[src/rtl/demux_pkg.sv]
// Shared definitions for the single-bit demux dispatcher: FSM encoding,
// hold-time bounds and small helpers used by the datapath.
package demux_pkg;

  typedef enum logic [1:0] {
    ST_IDLE  = 2'b00,
    ST_DRIVE = 2'b01,
    ST_GAP   = 2'b10
  } state_t;

  localparam int HOLD_MIN = 1;
  localparam int HOLD_MAX = 15;
  localparam int HOLD_W   = 4;

  // Keeps an out-of-range hold parameter inside the range the counter can represent.
  function automatic int hold_clamp(input int h);
    if (h < HOLD_MIN) begin
      return HOLD_MIN;
    end else if (h > HOLD_MAX) begin
      return HOLD_MAX;
    end else begin
      return h;
    end
  endfunction

  function automatic logic [1:0] rr_next(input logic [1:0] p);
    return p + 2'd1;
  endfunction

endpackage

[src/rtl/demux_dispatch.sv]
// Serialises single-bit requests onto a 1:4 demux select/data pair: each bit
// is held for HOLD_CYCLES cycles, followed by one gap cycle with din low.
module demux_dispatch
  import demux_pkg::*;
#(
  parameter int HOLD_CYCLES = 2
) (
  input  logic       clk,
  input  logic       rst,
  input  logic       in_valid,
  input  logic       in_data,
  input  logic [1:0] in_addr,
  input  logic       mode,
  output logic       in_ready,
  output logic [1:0] A,
  output logic       din,
  output logic       busy,
  output logic [7:0] sent_cnt
);

  localparam int                HOLD_EFF  = hold_clamp(HOLD_CYCLES);
  localparam logic [HOLD_W-1:0] HOLD_LOAD = HOLD_W'(HOLD_EFF - 1);

  state_t            state_r;
  logic [HOLD_W-1:0] hold_r;
  logic [1:0]        a_r;
  logic [1:0]        rr_r;
  logic              din_r;
  logic              mode_r;
  logic              busy_r;
  logic [7:0]        cnt_r;
  logic [1:0]        chan_s;
  logic              take_s;

  // Channel choice and handshake for the bit on offer this cycle.
  always_comb begin
    chan_s = rr_r;
    take_s = 1'b0;
    if (mode) begin
      chan_s = in_addr;
    end else begin
      chan_s = rr_r;
    end
    if (!rst && (state_r == ST_IDLE) && in_valid) begin
      take_s = 1'b1;
    end else begin
      take_s = 1'b0;
    end
  end

  // Ready is withheld while reset is applied so nothing is offered mid-reset.
  assign in_ready = (state_r == ST_IDLE) && !rst;
  assign A        = a_r;
  assign din      = din_r;
  assign busy     = busy_r;
  assign sent_cnt = cnt_r;

  // Dispatch FSM: capture on transfer, hold the select stable through DRIVE and GAP.
  always_ff @(posedge clk) begin
    if (rst) begin
      state_r <= ST_IDLE;
      hold_r  <= {HOLD_W{1'b0}};
      a_r     <= 2'b00;
      rr_r    <= 2'b00;
      din_r   <= 1'b0;
      mode_r  <= 1'b0;
      busy_r  <= 1'b0;
      cnt_r   <= 8'd0;
    end else begin
      case (state_r)
        ST_IDLE: begin
          if (take_s) begin
            state_r <= ST_DRIVE;
            a_r     <= chan_s;
            din_r   <= in_data;
            mode_r  <= mode;
            hold_r  <= HOLD_LOAD;
            busy_r  <= 1'b1;
          end else begin
            din_r   <= 1'b0;
            busy_r  <= 1'b0;
          end
        end
        ST_DRIVE: begin
          if (hold_r == {HOLD_W{1'b0}}) begin
            state_r <= ST_GAP;
            din_r   <= 1'b0;
          end else begin
            hold_r  <= hold_r - {{(HOLD_W-1){1'b0}}, 1'b1};
          end
        end
        ST_GAP: begin
          state_r <= ST_IDLE;
          busy_r  <= 1'b0;
          din_r   <= 1'b0;
          cnt_r   <= cnt_r + 8'd1;
          // Addressed dispatches leave the round-robin pointer where it was.
          if (!mode_r) begin
            rr_r <= rr_next(rr_r);
          end else begin
            rr_r <= rr_r;
          end
        end
        default: begin
          state_r <= ST_IDLE;
          busy_r  <= 1'b0;
          din_r   <= 1'b0;
        end
      endcase
    end
  end

endmodule
[config.mk]
export PLATFORM = sky130hd
export DESIGN_NAME = demux_dispatch
export DESIGN_NICKNAME = d
export VERILOG_FILES = /design/src/rtl/demux_pkg.sv /design/src/rtl/demux_dispatch.sv
export SDC_FILE = /design/constraint.sdc
export NUM_CORES = 1
export LEC_CHECK = 0
export CORE_ASPECT_RATIO = 1.1
export CORE_MARGIN = 2
export CORE_UTILIZATION = 33
export CTS_BUF_LIST = sky130_fd_sc_hd__clkbuf_4 sky130_fd_sc_hd__clkbuf_8 sky130_fd_sc_hd__clkbuf_16
export DETAILED_ROUTE_END_ITERATION = 8
export PLACE_DENSITY_LB_ADDON = 0.15
export RECOVER_POWER = 100
export SYNTH_ARGS = -nofsm -noshare
export SYNTH_HDL_FRONTEND = slang
export SYNTH_SLANG_ARGS = --single-unit
[constraint.sdc]
create_clock -name clk -period 1.7 [get_ports clk]
set_input_delay 0.17 -clock clk [delete_from_list [all_inputs] [get_ports clk]]
set_output_delay 0.17 -clock clk [all_outputs]
set_load 0.02 [all_outputs]
==> flow_metrics.py, run 1 <==
metrics = {
    "logic_synthesis": {
        "synth_flop_cell": "dfxtp_1",
        "async_flop_share": 0,
        "synth_top_area_share": 0.4386,
        "synth_xor_area_frac": 0.09138,
        "ys_seq_area_frac": 0.4386,
        "muxShareOfSynthArea": 0.06266,
        "ys_seq_elements": 21,
        "syn-mean-instance-area_um2": 9.128,
        "synth_edf_count": 0,
        "synth_area_um2": 958.4,
        "synth_fa_ha_area_frac": 0.03916,
        "yosysMostFrequentCell": "dfxtp_1",
        "synth_commonest_cells": "dfxtp_1, nor2_1, xor2_1",
        "syn_nets": 115,
        "yosysUniqueCellTypes": 29,
        "yosysWarnings": 0,
        "synth_compound_area_frac": 0.08355,
        "synth_top_family_by_area": "simple AND/OR/NAND/NOR gates",
        "synth_top_area_cell": "dfxtp_1",
        "synth_cells": 105,
        "yosys.area_share.simple": 0.2402,
        "synth_area_leaders": "dfxtp_1, nor2_1, xor2_1, mux2i_1, ha_1",
    },
    "final_layout": {
        "area_delta_synth_final_pct": 28.07,
        "antenna_cells": 0,
        "final_area_um2": 1227,
        "drive_above_1_share": 0.08594,
        "nNetsFinal": 139,
        "final_cells": 161,
    },
    "floorplanning": {
        "die_area_um2": 3352,
        "coreArea_um2": 2778,
        "start_util": 0.3450,
        "num_io_pins": 20,
        "fp-row-count": 20,
        "die_w_um": 55.39,
        "die_h_um": 60.52,
    },
    "global_route": {
        "grt-ovfl-total": 0,
        "grt_pass1_vias": 788,
        "grt_max_degree": 18,
        "track_usage": 0.1258,
        "grt_pass1_wl_um": 3312,
        "antenna_found_initial": 0,
    },
    "pwr": {
        "swShare": 0.2533,
        "power_frac_clock": 0.282,
        "switchingPower_w": 0.0002315,
        "pwr-share-seq": 0.570,
        "ir_worst_vdd_v": 0.0003225,
        "pwr_density_cell_nw_per_um2": 744.5,
        "power_frac_comb": 0.148,
        "p_int_w": 0.0006823,
        "p_leak_nw": 0.5193,
    },
    "setup_path": {
        "crit_required_ns": 1.53,
        "r2r_cells": 6,
        "ff2ff_setup_slack_ns": 0.23,
        "crit_buf_inv": 1,
        "rr_startpoint": "hold_r[1]$_SDFFE_PP0P_",
        "critPathMaxFanout": 5,
        "endpoint": "sent_cnt[3]",
        "crit_path_start_kind": "register",
        "cp_cell_sequence": "dlygate4sd3_1",
        "critPathTopFamily": "buffers and inverters",
        "arrival_ns": 1.42,
        "reg2reg_to": "hold_r[2]$_SDFFE_PP0P_",
        "critPathSlowestCell": "dlygate4sd3_1",
        "worstSetupPathType": "reg -> out",
        "max_stage_delay_ns": 0.70,
        "worst-path-stages": 1,
        "cp-end-kind": "output pin",
        "startpoint": "sent_cnt[3]$_SDFFE_PP0N_",
    },
    "clocking": {
        "worstSkewPairLatency_ns": 0.30,
        "cts_tree": "done",
        "clock_path_buffers": 2,
        "cts_sinks": 21,
        "cts_max_level": 1,
        "cts_buffers": 3,
        "hold_buffers": 0,
        "cts_root_buf": "clkbuf_4",
        "path_clk_slew_ns": 0.12,
    },
    "drt": {
        "drc": 0,
        "vias_per_cell": 4.814,
        "dr.first_iter.drc_count": 29,
        "vias": 775,
        "detail_route.wl_per_cell_um": 11.81,
        "routed_wl_um": 1901,
        "ant_nets": 0,
        "drt_pass1_iterations": 6,
    },
    "timing": {
        "fin_skew_ns": 0.004240,
        "fin_crit_sh": 0.9352,
        "max_freq_mhz": 629.0,
        "fin_setup_tns_ns": 0,
        "relSlewSlack": 0.7562,
        "rsz0062_at_grt": "false",
        "drv_slew": 0,
        "final-setup-viol-count": 0,
        "min_period_ns": 1.590,
        "hold_viol": 0,
        "tightest_slew_ns": 0.3628,
    },
    "min_path": {
        "hold_depth": 2,
        "hold_path.class": "reg -> reg",
        "min_from": "A[0]$_SDFFE_PP0P_",
    },
    "placed_design": {
        "dp_hpwl_um": 1411,
        "portBuffers": 19,
        "post_dp_cell_area_um2": 1196,
        "dp_cells": 157,
        "gp_congestion": 0.7131,
    },
    "job": {
        "drv_cap": 0,
    },
    "outcome": {
        "status": "finished clean",
    },
}
==> registers in the layout (all words and copies together) (netlist names) <==
| signal | flops |
|---|---|
| A | 2 |
| hold_r | 4 |
| rr_r | 2 |
| din | 1 |
| busy | 1 |
| state_r | 2 |
| mode_r | 1 |
| sent_cnt | 8 |
==> power by group through the flow <==
stage / Sequential, W / Combinational, W / Clock, W
after floorplan: 0.000535 / 0.0000839 / 0
final: 0.000521 / 0.000135 / 0.000258
after detailed placement: 0.000533 / 0.000141 / 0
after global placement: 0.000532 / 0.000140 / 0
after CTS: 0.000522 / 0.000140 / 0.000275
after global routing: 0.000524 / 0.000153 / 0.000300
==> how the worst min path moves through the flow <==
stage	slack [ns]	end
6_report	0.47	A[0]$_SDFFE_PP0P_
5_1_grt	0.49	din$_SDFFE_PP0P_
4_1_cts	0.48	A[1]$_SDFFE_PP0P_
3_5_place_dp	0.46	A[1]$_SDFFE_PP0P_
3_3_place_gp	0.44	A[0]$_SDFFE_PP0P_
2_1_floorplan	0.30	mode_r$_SDFFE_PP0P_
==> layout make-up <==
class | instances | area (um2)
clock buffers | 4 | 30.03
fillers | 296 | 1550
inverters | 3 | 11.26
multi-input cells | 76 | 501.7
flip-flops and latches | 21 | 420.4
well taps | 33 | 41.29
repair buffers | 24 | 222.7
==> layout by cell type, fill, tap and decap left out, types with 4 or more instances in the layout <==
cell,instances
buf_4,4
nor2_1,19
clkbuf_4,4
mux2i_1,6
dfxtp_1,21
nand2_1,6
clkdlybuf4s50_1,7
dlygate4sd3_1,11
xor2_1,7
nand4_1,4
==> what timing repair did <==
item,4_1_cts,5_1_grt
buffers inserted,0,0
gates resized for setup,1,2
pin swaps,0,0
setup endpoints to repair,1,4
endpoints found under the hold margin,0,0
==> through the flow <==
step                      total power, W    util  hold WS, ns  worst slack [ns]
after floorplan                0.0006185       -       0.3029            0.2341
after global placement         0.0006722  0.4306       0.4421            0.1173
after detailed placement       0.0006739  0.4306       0.4556           0.08406
after CTS                      0.0009372  0.4410       0.4802           0.05172
after global routing           0.0009772  0.4419       0.4916           0.05327
final                          0.0009138  0.4419       0.4722            0.1101
==> kinds of logic after synthesis <==
family,after synthesis
adders and majority gates,3
DFF,21
muxes,6
and+or+nand+nor,45
xor gates and xnor gates,10
buffers and inverters,8
AOI/OAI and AO/OA,12
==> metal layers <==
layer	vias up	part of all wire	GRT usage
met5	-	0	0
met2	11	0.46	0.2109
met4	0	0.0063	0.06272
li1	401	-	-
met1	361	0.50	0.1571
met3	2	0.032	0.02559
Power figures use the tool's default switching activity.
==> run 2, diff against run 1 <==
--- a/config.mk
+++ b/config.mk
@@ -12,6 +12,7 @@
 export DETAILED_ROUTE_END_ITERATION = 8
 export PLACE_DENSITY_LB_ADDON = 0.15
 export RECOVER_POWER = 100
+export SLEW_MARGIN = 20
 export SYNTH_ARGS = -nofsm -noshare
 export SYNTH_HDL_FRONTEND = slang
 export SYNTH_SLANG_ARGS = --single-unit
==> constraint.sdc (replaced) <==
create_clock -name clk -period 1.9 [get_ports clk]
set_input_delay 0.19 -clock clk [delete_from_list [all_inputs] [get_ports clk]]
set_output_delay 0.19 -clock clk [all_outputs]
set_load 0.02 [all_outputs]
==> flow_metrics.py, run 2 (synthesis gave the netlist of run 1 again) <==
metrics = {
    "global_route": {
        "antenna_found_initial": 0,
        "grt_max_degree": 21,
        "track_usage": 0.1226,
        "grt_pass1_wl_um": 3222,
        "grt_pass1_vias": 735,
        "grt-ovfl-total": 0,
    },
    "timing": {
        "min_period_ns": 1.657,
        "hold_viol": 0,
        "drv_slew": 0,
        "fin_setup_tns_ns": 0,
        "fin_skew_ns": 0.01658,
        "fin_hold_ws_ns": 0.4616,
        "tightest_slew_ns": 0.4987,
        "final-setup-viol-count": 0,
        "fin_crit_sh": 0.8720,
        "max_freq_mhz": 603.6,
        "relSlewSlack": 0.6676,
        "rsz0062_at_grt": "false",
    },
    "final_layout": {
        "largest_reg_flops": 8,
        "mostFrequentLayoutCells": "dfxtp_1, nor2_1, dlygate4sd3_1, xor2_1",
        "antenna_cells": 0,
        "n_fill_cell": 296,
        "area_delta_synth_final_pct": 25.07,
        "final_common_cell": "dfxtp_1",
        "drive_above_1_share": 0.04762,
        "nNetsFinal": 137,
    },
    "pwr": {
        "pwr_density_cell_nw_per_um2": 678.0,
        "p_leak_nw": 0.5042,
        "ir_worst_vdd_v": 0.0004446,
        "power_w": 0.0008126,
    },
    "clocking": {
        "clock_path_buffers": 2,
        "hold_buffers": 0,
        "cts_root_buf": "clkbuf_4",
        "cts_sinks": 21,
        "worstSkewPairLatency_ns": 0.31,
        "cts_buffers": 3,
        "cts_tree": "done",
        "cts_setup_buffers": 0,
        "cts_max_level": 1,
        "path_clk_slew_ns": 0.13,
    },
    "drt": {
        "ant_nets": 0,
        "vias_per_cell": 4.868,
        "vias": 774,
        "drt_pass1_iterations": 4,
        "dr.first_iter.drc_count": 8,
        "routed_wl_um": 1912,
        "detail_route.wl_per_cell_um": 12.03,
        "drc": 0,
    },
    "setup_path": {
        "rr_startpoint": "state_r[0]$_SDFFE_PP0P_",
        "r2r_cells": 6,
        "arrival_ns": 1.85,
        "crit_required_ns": 2.09,
        "critPathMaxFanout": 11,
        "crit_path_start_kind": "register",
        "worstSetupPathType": "reg -> reg",
        "startpoint": "state_r[0]$_SDFFE_PP0P_",
        "endpoint": "rr_r[0]$_SDFFE_PP0P_",
        "cp-end-kind": "register",
        "reg2reg_to": "rr_r[0]$_SDFFE_PP0P_",
        "ff2ff_setup_slack_ns": 0.24,
    },
    "floorplanning": {
        "die_w_um": 55.39,
        "coreArea_um2": 2778,
        "die_area_um2": 3352,
        "fp-row-count": 20,
        "start_util": 0.3450,
        "die_h_um": 60.52,
        "num_io_pins": 20,
    },
    "placed_design": {
        "dp_hpwl_um": 1380,
        "gp_congestion": 0.7569,
        "portBuffers": 19,
    },
    "job": {
        "drv_cap": 0,
    },
    "min_path": {
        "hold_path.class": "reg -> reg",
    },
    "outcome": {
        "status": "finished clean",
    },
}
## run 2: cell types whose count changed in the layout (fill, tap and decap cells not counted), sizes merged
cell	delta
buf	-3
clkbuf	+1
clkdlybuf4s50	-1
dlygate4sd3	+1
## run 2: per-stage QoR
stage               instance area [um2]  instances    util  setup slack, ns
global route                       1199        159  0.4315          0.07975
floorplan                         958.4        105       -           0.4341
global placement                   1181        155  0.4252           0.2097
CTS                                1210        159  0.4356           0.2498
detailed placement                 1181        155  0.4252           0.1881
finish                             1199        159  0.4315           0.2432
## run 2: worst min-delay path by stage
| stage | start | endpoint | slack (ns) | depth (start not counted) |
|---|---|---|---|---|
| after detailed placement | A[0]$_SDFFE_PP0P_ | A[0]$_SDFFE_PP0P_ | 0.45 | 2 |
| final | A[0]$_SDFFE_PP0P_ | A[0]$_SDFFE_PP0P_ | 0.46 | 2 |
| after CTS | A[0]$_SDFFE_PP0P_ | A[0]$_SDFFE_PP0P_ | 0.48 | 2 |
| after global placement | A[0]$_SDFFE_PP0P_ | A[0]$_SDFFE_PP0P_ | 0.44 | 2 |
| after floorplan | mode | mode_r$_SDFFE_PP0P_ | 0.32 | 1 |
| after global routing | A[0]$_SDFFE_PP0P_ | A[0]$_SDFFE_PP0P_ | 0.50 | 2 |
## run 2: power breakdown
group | total [W] | internal [W] | switching [W]
Sequential | 0.000464 | 0.000454 | 0.00000999
Combinational | 0.000116 | 0.0000544 | 0.0000615
Clock | 0.000233 | 0.0000961 | 0.000136
## run 2: layout make-up
cell class | instances | area (um2) | area share
Multi-Input combinational cell | 76 | 491.7 | 0.4102
Sequential cell | 21 | 420.4 | 0.3507
Timing Repair Buffer | 22 | 203.9 | 0.1701
Tap cell | 33 | 41.29 | 0.03445
Clock buffer | 4 | 30.03 | 0.02505
Inverter | 3 | 11.26 | 0.009395
## run 2: what timing repair did
action                                  4_1_cts  5_1_grt
endpoints found under the hold margin         0        0
resized for setup                             1        0
endpoints found under the setup margin        1        0
## run 2: worst max-delay path: stages (launching register included)
cell and delay [ns]:
dfxtp_1 0.33, clkbuf_1 0.24, nor2b_1 0.19, clkbuf_1 0.38
nor2b_1 0.22, xnor2_1 0.13, nor2_1 0.05
## run 2: routing by layer
layer / vias up / part of all wire / track usage
met5: - / 0 / 0
met4: 0 / 0.0094 / 0.05226
met3: 2 / 0.031 / 0.03412
met2: 11 / 0.49 / 0.2126
met1: 361 / 0.47 / 0.1453
li1: 400 / - / -
